**src/rtl/fp_align_pipe.sv**
```systemverilog
// rtl/fp_align_pipe.sv - two-stage operand alignment pipeline for the FP adder
//
// Orders two unpacked operands by magnitude (stage 1) and right-shifts the
// smaller mantissa onto the larger exponent with guard/round/sticky (stage 2).
// Fixed 2-cycle latency, valid/ready on both sides, 1 op/cycle throughput.
//
// Optional build macro: FP_ALIGN_STATS_EN adds a saturating counter of output
// transfers that carried full_shift=1 (ports stats_clr / stats_full_shift_cnt).
//
// Ports:
//   clk, rst_n             clock, asynchronous active-low reset
//   in_valid / in_ready    input handshake for one operand pair
//   sign_*, exp_*, mant_*  operand m and n (mantissa includes hidden bit)
//   out_valid / out_ready  output handshake
//   aligned_mantissa       {shifted small mantissa, guard, round, sticky}
//   big_exponent           exponent of larger-magnitude operand
//   big_mantissa           mantissa of larger-magnitude operand
//   final_sign             sign of larger-magnitude operand
//   operation              sign_m ^ sign_n (1 = effective subtract)
//   full_shift             small operand shifted entirely into sticky
//   stats_clr              (macro only) synchronous clear of the counter
//   stats_full_shift_cnt   (macro only) saturating full-shift counter

module fp_align_pipe #(
  parameter int EXP_W = 5,
  parameter int MAN_W = 10
) (
  input  logic                 clk,
  input  logic                 rst_n,
  input  logic                 in_valid,
  output logic                 in_ready,
  input  logic                 sign_m,
  input  logic                 sign_n,
  input  logic [EXP_W-1:0]     exp_m,
  input  logic [EXP_W-1:0]     exp_n,
  input  logic [MAN_W:0]       mant_m,
  input  logic [MAN_W:0]       mant_n,
  output logic                 out_valid,
  input  logic                 out_ready,
  output logic [MAN_W+3:0]     aligned_mantissa,
  output logic [EXP_W-1:0]     big_exponent,
  output logic [MAN_W:0]       big_mantissa,
  output logic                 final_sign,
  output logic                 operation,
  output logic                 full_shift
`ifdef FP_ALIGN_STATS_EN
  ,
  input  logic                 stats_clr,
  output logic [15:0]          stats_full_shift_cnt
`endif
);

  localparam int W = MAN_W + 1;

  // Pipeline control
  logic init_done;  // holds off in_ready for the first cycle after reset
  logic s1_valid;
  logic s2_valid;
  logic s1_advance;

  assign out_valid  = s2_valid;
  assign s1_advance = ~s2_valid | out_ready;
  assign in_ready   = init_done & (~s1_valid | s1_advance);

  always_ff @(posedge clk or negedge rst_n) begin
    if (!rst_n) begin
      init_done <= 1'b0;
      s1_valid  <= 1'b0;
      s2_valid  <= 1'b0;
    end else begin
      init_done <= 1'b1;
      if (in_ready) s1_valid <= in_valid;
      if (s1_advance) s2_valid <= s1_valid;
    end
  end

  // Stage 1: compare / swap
  logic             m_big;
  logic [EXP_W-1:0] diff_d;

  // Ties (equal exponent and mantissa) select m.
  assign m_big = (exp_m > exp_n) || ((exp_m == exp_n) && !(mant_n > mant_m));

  // Operands are already ordered, so the subtraction never wraps.
  assign diff_d = m_big ? (exp_m - exp_n) : (exp_n - exp_m);

  logic             s1_sign;
  logic             s1_op;
  logic [EXP_W-1:0] s1_exp;
  logic [W-1:0]     s1_big;
  logic [W-1:0]     s1_lil;
  logic [EXP_W-1:0] s1_diff;

  always_ff @(posedge clk or negedge rst_n) begin
    if (!rst_n) begin
      s1_sign <= 1'b0;
      s1_op   <= 1'b0;
      s1_exp  <= '0;
      s1_big  <= '0;
      s1_lil  <= '0;
      s1_diff <= '0;
    end else if (in_valid && in_ready) begin
      s1_sign <= m_big ? sign_m : sign_n;
      s1_op   <= sign_m ^ sign_n;
      s1_exp  <= m_big ? exp_m : exp_n;
      s1_big  <= m_big ? mant_m : mant_n;
      s1_lil  <= m_big ? mant_n : mant_m;
      s1_diff <= diff_d;
    end
  end

  // Stage 2: shift / GRS
  logic [2*W+1:0] shift_src;
  logic [2*W+1:0] shift_vec;
  logic           full_d;
  logic [W+2:0]   aligned_d;

  assign shift_src = {s1_lil, {(W+2){1'b0}}};

  always_comb begin
    full_d = (32'(s1_diff) >= 32'(W + 2));
    // Shift amount saturates at W+2: the whole mantissa then sits in the
    // sticky window and guard/round are zero.
    if (full_d) shift_vec = shift_src >> (W + 2);
    else        shift_vec = shift_src >> s1_diff;
    aligned_d = {shift_vec[2*W+1:W+2], shift_vec[W+1], shift_vec[W], |shift_vec[W-1:0]};
  end

  always_ff @(posedge clk or negedge rst_n) begin
    if (!rst_n) begin
      aligned_mantissa <= '0;
      big_exponent     <= '0;
      big_mantissa     <= '0;
      final_sign       <= 1'b0;
      operation        <= 1'b0;
      full_shift       <= 1'b0;
    end else if (s1_valid && s1_advance) begin
      aligned_mantissa <= aligned_d;
      big_exponent     <= s1_exp;
      big_mantissa     <= s1_big;
      final_sign       <= s1_sign;
      operation        <= s1_op;
      full_shift       <= full_d;
    end
  end

`ifdef FP_ALIGN_STATS_EN
  always_ff @(posedge clk or negedge rst_n) begin
    if (!rst_n) begin
      stats_full_shift_cnt <= '0;
    end else if (stats_clr) begin
      stats_full_shift_cnt <= '0;
    end else if (out_valid && out_ready && full_shift && (stats_full_shift_cnt != 16'hFFFF)) begin
      stats_full_shift_cnt <= stats_full_shift_cnt + 16'd1;
    end
  end
`endif

endmodule

```
**config.mk**
```make
export PLATFORM = sky130hd
export DESIGN_NAME = fp_align_pipe
export DESIGN_NICKNAME = d
export VERILOG_FILES = /design/src/rtl/fp_align_pipe.sv
export SDC_FILE = /design/constraint.sdc
export NUM_CORES = 1
export LEC_CHECK = 0
export ABC_AREA = 1
export CAP_MARGIN = 20
export CORE_ASPECT_RATIO = 1.25
export CORE_MARGIN = 2
export CORE_UTILIZATION = 58
export CTS_CLUSTER_DIAMETER = 150
export DETAILED_ROUTE_END_ITERATION = 10
export PLACE_DENSITY = 0.85
export SLEW_MARGIN = 5
export SYNTH_ARGS = -nofsm -noshare
export SYNTH_HDL_FRONTEND = slang
export SYNTH_SLANG_ARGS = --single-unit
```
**constraint.sdc**
```tcl
create_clock -name clk -period 2.65 [get_ports clk]
set_input_delay 0.53 -clock clk [delete_from_list [all_inputs] [get_ports clk]]
set_output_delay 0.53 -clock clk [all_outputs]
set_load 0.02 [all_outputs]
```
==> metrics.md, run 1 <==
| Metric | Value |
|---|---|
| Via count | 4097 |
| Final WL | between 10000 and 15000 um |
| Most frequent cell after synthesis | nand2_1 |
| Routed vias/inst | between 5 and 6 |
| Gr ovfl total | 0 |
| Worst slew pin tran | 766 ps |
| Slowest-stage cell, CP | clkdlybuf4s50_1 |
| Final Hold Vio Count | 0 |
| CP bufs+invs | 4 |
| IR drop worst, VDD | about 0.53 mV |
| Layout cells sized above 1 | 0.0548 |
| Hpwl dp | 7500 um |
| Period utilization | 0.905 |
| Max-cap viol count | 0 |
| Die Height | 99.3 um |
| Post-DR wirelength/cell | 14.2 um |
| # hold bufs at CTS | 0 |
| Clk root buf | clkbuf_8 |
| RSZ-0062 raised after global routing | false |
| CP peak stage delay | 610 ps |
| Worst path cell trace | clkdlybuf4s50_1, nor2_1, inv_2, o21ai_1, inv_1, clkdlybuf4s50_1 |
| Yosys top cell area share | 0.416 |
| Fin crit period | 2400 ps |
| Top cells by area, synth | dfrtp_1, nand2_1, nand3_1 |
| Post-Synth Adder-Cell Area | 0.0689 |
| Antenna violations before repair | 0 |
| Routability cong. | 1.02 |
| DRT antenna net count | 0 |
| Power per cell area | 833 nW/um2 |
| # DRC | 0 |
| CP arrival | 1870 ps |
| Setup WS post-layout | about 250 ps |
| Global Route Usage Sum | 0.273 |
| Post-layout nets | 694 |
| Mapped Avg Cell Area | 7.39 um2 |
| Worst Hold Class | in2async |
| Antenna cells | 0 |
| Setup slack at placement | around 38 ps |
| Number of synthesized register bits | 70 |
| Core area | 7020 um2 |
| Xor/xnor share of the synthesized area | 0.0125 |
| Die area | approximately 8000 um2 |
| Setup violations, final | 0 |
| Worst slew margin | 0.489 |
| Area leader, netlist | dfrtp_1 |
| Worst-Skew Late Latency | 350 ps |
| Synth Area in Compound Gates | 0.111 |
| TritonCTS clock tree | done |
| Highest Clock Rate | 417 MHz |
| Final TNS setup | 0 ps |
| Synthesized area | 4210 um2 |
| Ys Warns | 0 |
| Clock transition at path regs | approximately 70 ps |
| Area delta synth->final | 23.7% |
| Total power | 4340 uW |
| First-pass GRT wire length | 17200 um |
| Worst Path Max Fanout | 4 |
| Initial DRC count | 308 |
| Synthesized instance count | 570 |
| Most frequent cells after synthesis | nand2_1, nand3_1, inv_1, dfrtp_1, o21ai_0 |
| Post-synth EDFFs | 0 |
| Number of placement rows | 34 |
| Share of synthesized flip-flops with an asynchronous set or reset | 1.00 |
| Worst Path Required | between 2000 and 2500 ps |
| Synth unique cells | 33 |
| Initial Util | 0.600 |
| Crit. End Element | output port |
| H-tree levels | 3 |
| Pin count of the biggest net entering global routing | 61 |
| Simple-Gate Fraction of Synth Area | 0.288 |
| Final core occ | 0.742 |
| Final worst clock skew | 11.7 ps |
| Crit-path most repeated cell | clkdlybuf4s50_1 |
| Setup Fix Bufs, Post-CTS | 0 |
| Post-DP Area | 4990 um2 |
| I/O Pins | 73 |
| CTS sink count | 70 |
| Post-synthesis mux area share | 0 |
| Final instance area | 5210 um2 |
| Ys flop type | dfrtp_1 |
| Net count after synthesis | 630 |
| CTS buffer count | 9 |
| Die width | 80.2 um |
| Final Max Slew Viols | 0 |
| Vias in the first global route | between 3000 and 4000 |
| Port Buf Inserts | 72 |
| Largest family of logic cells by synthesized area | simple AND/OR/NAND/NOR gates |
| Register area share after synthesis | 0.416 |
| TritonRoute pass-1 iters | 9 |
| Path type of the worst setup path | in2out |
| CTS max path bufs | 2 |
| Leak | 0.00261 uW |
| Post_cts resized | 0 |
| Critical Path Source Type | input port |
| Delay-heaviest family, CP | buffers and inverters |
| Status | completed |
==> logic make-up (layout without fill, tap and decap cells) <==
family          after synthesis  in the layout
fa+ha+maj                    22             22
xor+xnor                      6              6
flops                        70             70
buf+inv                     103            172
simple gates                285            285
compound gates               83             83
other cells                   1              1
==> through the flow <==
step	std cells	hold WS [ps]
finish	729	249
CTS	729	272
floorplan	570	234
global route	729	300
global placement	713	464
detailed placement	713	475
==> metal layers <==
layer / track usage / wire (um)
met5: 0 / 0
met4: 0.113 / 329
met3: 0.0526 / 559
met2: 0.469 / 5240
met1: 0.333 / 4230
==> path summary, 6_finish.rpt <==
check | from | to | slack, ps | cells past startpoint
max | out_ready | in_ready | 250 | 6
min | rst_n | aligned_mantissa[13] | 250 | 1
max reg2reg | s1_diff[0] | aligned_mantissa[0] | 680 | 13
min reg2reg | final_sign | final_sign | 480 | 2
max in group asynchronous | rst_n | s1_lil[8] | 1730 | 2
min in group clk | final_sign | final_sign | 480 | 2
==> where the power goes <==
group / internal [uW] / total (uW) / switching [uW]
Clock: 554 / 949 / 395
Combinational: 753 / 1780 / 1030
Sequential: 1390 / 1610 / 224
Total: 2690 / 4340 / 1650
==> cell usage in the layout (no fill, tap or decap), drive strengths merged <==
master,Yosys,layout
clkinv,0,2
o21a,1,1
a21oi,11,11
nand2,177,177
conb,1,1
bufinv,0,2
buf,21,11
inv,74,74
a211oi,1,1
xor2,3,3
nand3b,2,2
a41oi,1,1
nor3,1,1
clkdlybuf4s50,0,71
fa,2,2
nor4,2,2
nand4,1,1
o221ai,5,5
o21ai,62,62
dfrtp,70,70
xnor2,3,3
nand3,88,88
ha,20,20
o21bai,2,2
nor2,14,14
clkbuf,8,12
==> sequential cells by signal, summed over array words and instances (netlist names), 5 cells and up <==
signal,cells
aligned_mantissa,14
big_mantissa,11
big_exponent,5
s1_big,11
s1_exp,5
s1_lil,11
s1_diff,5
==> final cells by class <==
cell class	instances	area, um2
Clock buffer	12	145
Clock inverter	4	70.1
Fill cell	530	1810
Inverter	74	278
Multi-Input combinational cell	397	2020
Sequential cell	70	1750
Tap cell	90	113
Timing Repair Buffer	82	828
Power figures use the tool's default switching activity.
==> inputs of run 2 (changes only) <==
--- a/config.mk
+++ b/config.mk
@@ -13,6 +13,7 @@
 export CTS_CLUSTER_DIAMETER = 150
 export DETAILED_ROUTE_END_ITERATION = 10
 export PLACE_DENSITY = 0.85
+export RECOVER_POWER = 25
 export SLEW_MARGIN = 5
 export SYNTH_ARGS = -nofsm -noshare
 export SYNTH_HDL_FRONTEND = slang
==> metrics.md, run 2 (synthesis gave the netlist of run 1 again) <==
| Metric | Value |
|---|---|
| Setup violations, final | 0 (unchanged) |
| CP arrival | 1930 ps (was 1870 ps) |
| Reg with most FFs | aligned_mantissa (unchanged) |
| Path type of the worst setup path | in2out (unchanged) |
| Global Route Usage Sum | 0.273 (unchanged) |
| # hold bufs at CTS | 0 (unchanged) |
| First-pass GRT wire length | 17200 um (unchanged) |
| Highest Clock Rate | 407 MHz (was 417 MHz) |
| Worst Hold Class | reg2reg (was in2async) |
| RSZ-0062 raised after global routing | false (unchanged) |
| Worst Path Max Fanout | 4 (unchanged) |
| Core area | 7020 um2 (unchanged) |
| Worst Path Required | 2120 ps (about the same) |
| Pin count of the biggest net entering global routing | 61 (unchanged) |
| Via count | 4118 (was 4097) |
| Clock transition at path regs | 70 ps (about the same) |
| Period utilization | 0.927 (was 0.905) |
| Max reg flops | 14 (unchanged) |
| Power per cell area | 833 nW/um2 (about the same) |
| Setup Fix Bufs, Post-CTS | 0 (unchanged) |
| Die area | 7960 um2 (unchanged) |
| Worst-Skew Late Latency | 350 ps (about the same) |
| Fin crit period | 2460 ps (was 2400 ps) |
| Critical path origin | out_ready (unchanged) |
| Final core occ | 0.742 (about the same) |
| Final worst clock skew | 11.7 ps (about the same) |
| Post-DR wirelength/cell | 14.2 um (about the same) |
| Port Buf Inserts | 72 (unchanged) |
| CTS sink count | 70 (unchanged) |
| Initial Util | 0.600 (unchanged) |
| Antenna cells | 0 (unchanged) |
| # fillers | 531 (was 530) |
| Hpwl dp | 7500 um (unchanged) |
| Commonest non-fill, non-tap cells in the layout | nand2_1, nand3_1, inv_1, clkdlybuf4s50_1, dfrtp_1 (unchanged) |
| CTS buffer count | 9 (unchanged) |
| Post-layout nets | 694 (unchanged) |
| Final Max Slew Viols | 32 (was 0) |
| Status | complete, but fails checks (was completed) |
| Failing checks | capacitance limit, slew limit |
| Number of placement rows | 34 (unchanged) |
| Antenna violations before repair | 0 (unchanged) |
| # DRC | 0 (unchanged) |
| Reg2reg start | s1_diff[0] (unchanged) |
| Routed vias/inst | 5.65 (was 5.62) |
| IR drop worst, VDD | 0.533 mV (about the same) |
| Critical Path Source Type | input port (unchanged) |
| Final Hold Vio Count | 0 (unchanged) |
| Commonest non-fill, non-tap cell in the layout | nand2_1 (unchanged) |
| Final WL | 10400 um (about the same) |
| Initial DRC count | 308 (unchanged) |
| Routability cong. | 1.02 (unchanged) |
| Max-cap viol count | 1 (was 0) |
| Leak | 0.00261 uW (about the same) |
| Gr ovfl total | 0 (unchanged) |
| Final TNS setup | 0 ps (unchanged) |
| Worst slew margin | -0.214 (was 0.489) |
| Vias in the first global route | 3947 (unchanged) |
| CTS max path bufs | 2 (unchanged) |
| Die width | 80.2 um (unchanged) |
| I/O Pins | 73 (unchanged) |
| Total power | 4340 uW (about the same) |
| Die Height | 99.3 um (unchanged) |
| H-tree levels | 3 (unchanged) |
| Crit. End Element | output port (unchanged) |
| Area delta synth->final | 23.7% (about the same) |
| HP Start | final_sign |
| Layout cells sized above 1 | 0.0516 (was 0.0548) |
| Clk root buf | clkbuf_8 (unchanged) |
| TritonCTS clock tree | done (unchanged) |
| Post_cts resized | 0 (unchanged) |
| TritonRoute pass-1 iters | 6 (was 9) |
| Worst slew pin tran | 1820 ps (was 766 ps) |
| DRT antenna net count | 0 (unchanged) |
## run 2: changes by cell type in the layout (fill, tap and decap cells not counted), sizes merged
cell    delta
buf        -1
clkinv     +1
inv        -1
clkbuf     +1
## run 2: power by group
part	switching [uW]	internal [uW]	total, uW
sequential	226	1390	1610
clock	396	554	949
combinational	1030	753	1780
total	1650	2690	4340
## run 2: routing by layer
| metal | vias to the layer above | wire, um | part of all wire | GRT usage |
|---|---|---|---|---|
| met5 | - | 0 | 0 | 0 |
| met4 | 0 | 335 | 0.032 | 0.113 |
| met3 | 41 | 597 | 0.058 | 0.0526 |
| met2 | 186 | 5240 | 0.51 | 0.469 |
| met1 | 1929 | 4180 | 0.40 | 0.333 |
| li1 | 1962 | - | - | - |
## run 2: through the flow
stage                     cells  setup WS, ps  hold WS, ps  area, um2
final                       729           192          484       5210
after global routing        729           108          514       5210
after CTS                   729           243          272       5210
after detailed placement    713          37.7          475       4990
after global placement      713           118          464       4990
after floorplan             570           691          234       4210
## run 2: path summary, 6_finish.rpt
kind,endpoint,slack [ps],cells past startpoint
worst max-delay path,in_ready,190,6
worst min-delay path,final_sign,480,2
worst max register to register,aligned_mantissa[0],670,13
worst min register to register,final_sign,480,2
max in group asynchronous,s1_big[5],920,1
min in group asynchronous,aligned_mantissa[13],660,1
## run 2: critical path, cell delays in order
cell             delay (ps)
clkdlybuf4s50_1         400
nor2_1                  120
clkinv_1                120
o21ai_1                 140
inv_1                    80
clkdlybuf4s50_1         540
## run 2: cell type report
| type | instances | area, um2 | area share |
|---|---|---|---|
| timing repair buffer | 82 | 827 | 0.159 |
| multi-input combinational | 397 | 2020 | 0.389 |
| clock buffer | 12 | 145 | 0.0279 |
| inverter | 74 | 278 | 0.0533 |
| sequential | 70 | 1750 | 0.336 |
| tap | 90 | 113 | 0.0216 |
| clock inverter | 4 | 70.1 | 0.0135 |
==> inputs of run 3 (changes only) <==
==> constraint.sdc (replaced) <==
create_clock -name clk -period 2.65 [get_ports clk]
set_input_delay 0.53 -clock clk [delete_from_list [all_inputs] [get_ports clk]]
set_output_delay 0.53 -clock clk [all_outputs]
set_load 0.01 [all_outputs]
==> results of run 3 <==
The final DEF is identical to that of run 2. Status: complete, but fails checks: capacitance limit, slew limit.
Main changes from that run: setup slack after layout 192 ps -> 252 ps; total power 4340 uW -> 4180 uW; worst IR drop on VDD 0.533 mV -> 0.468 mV
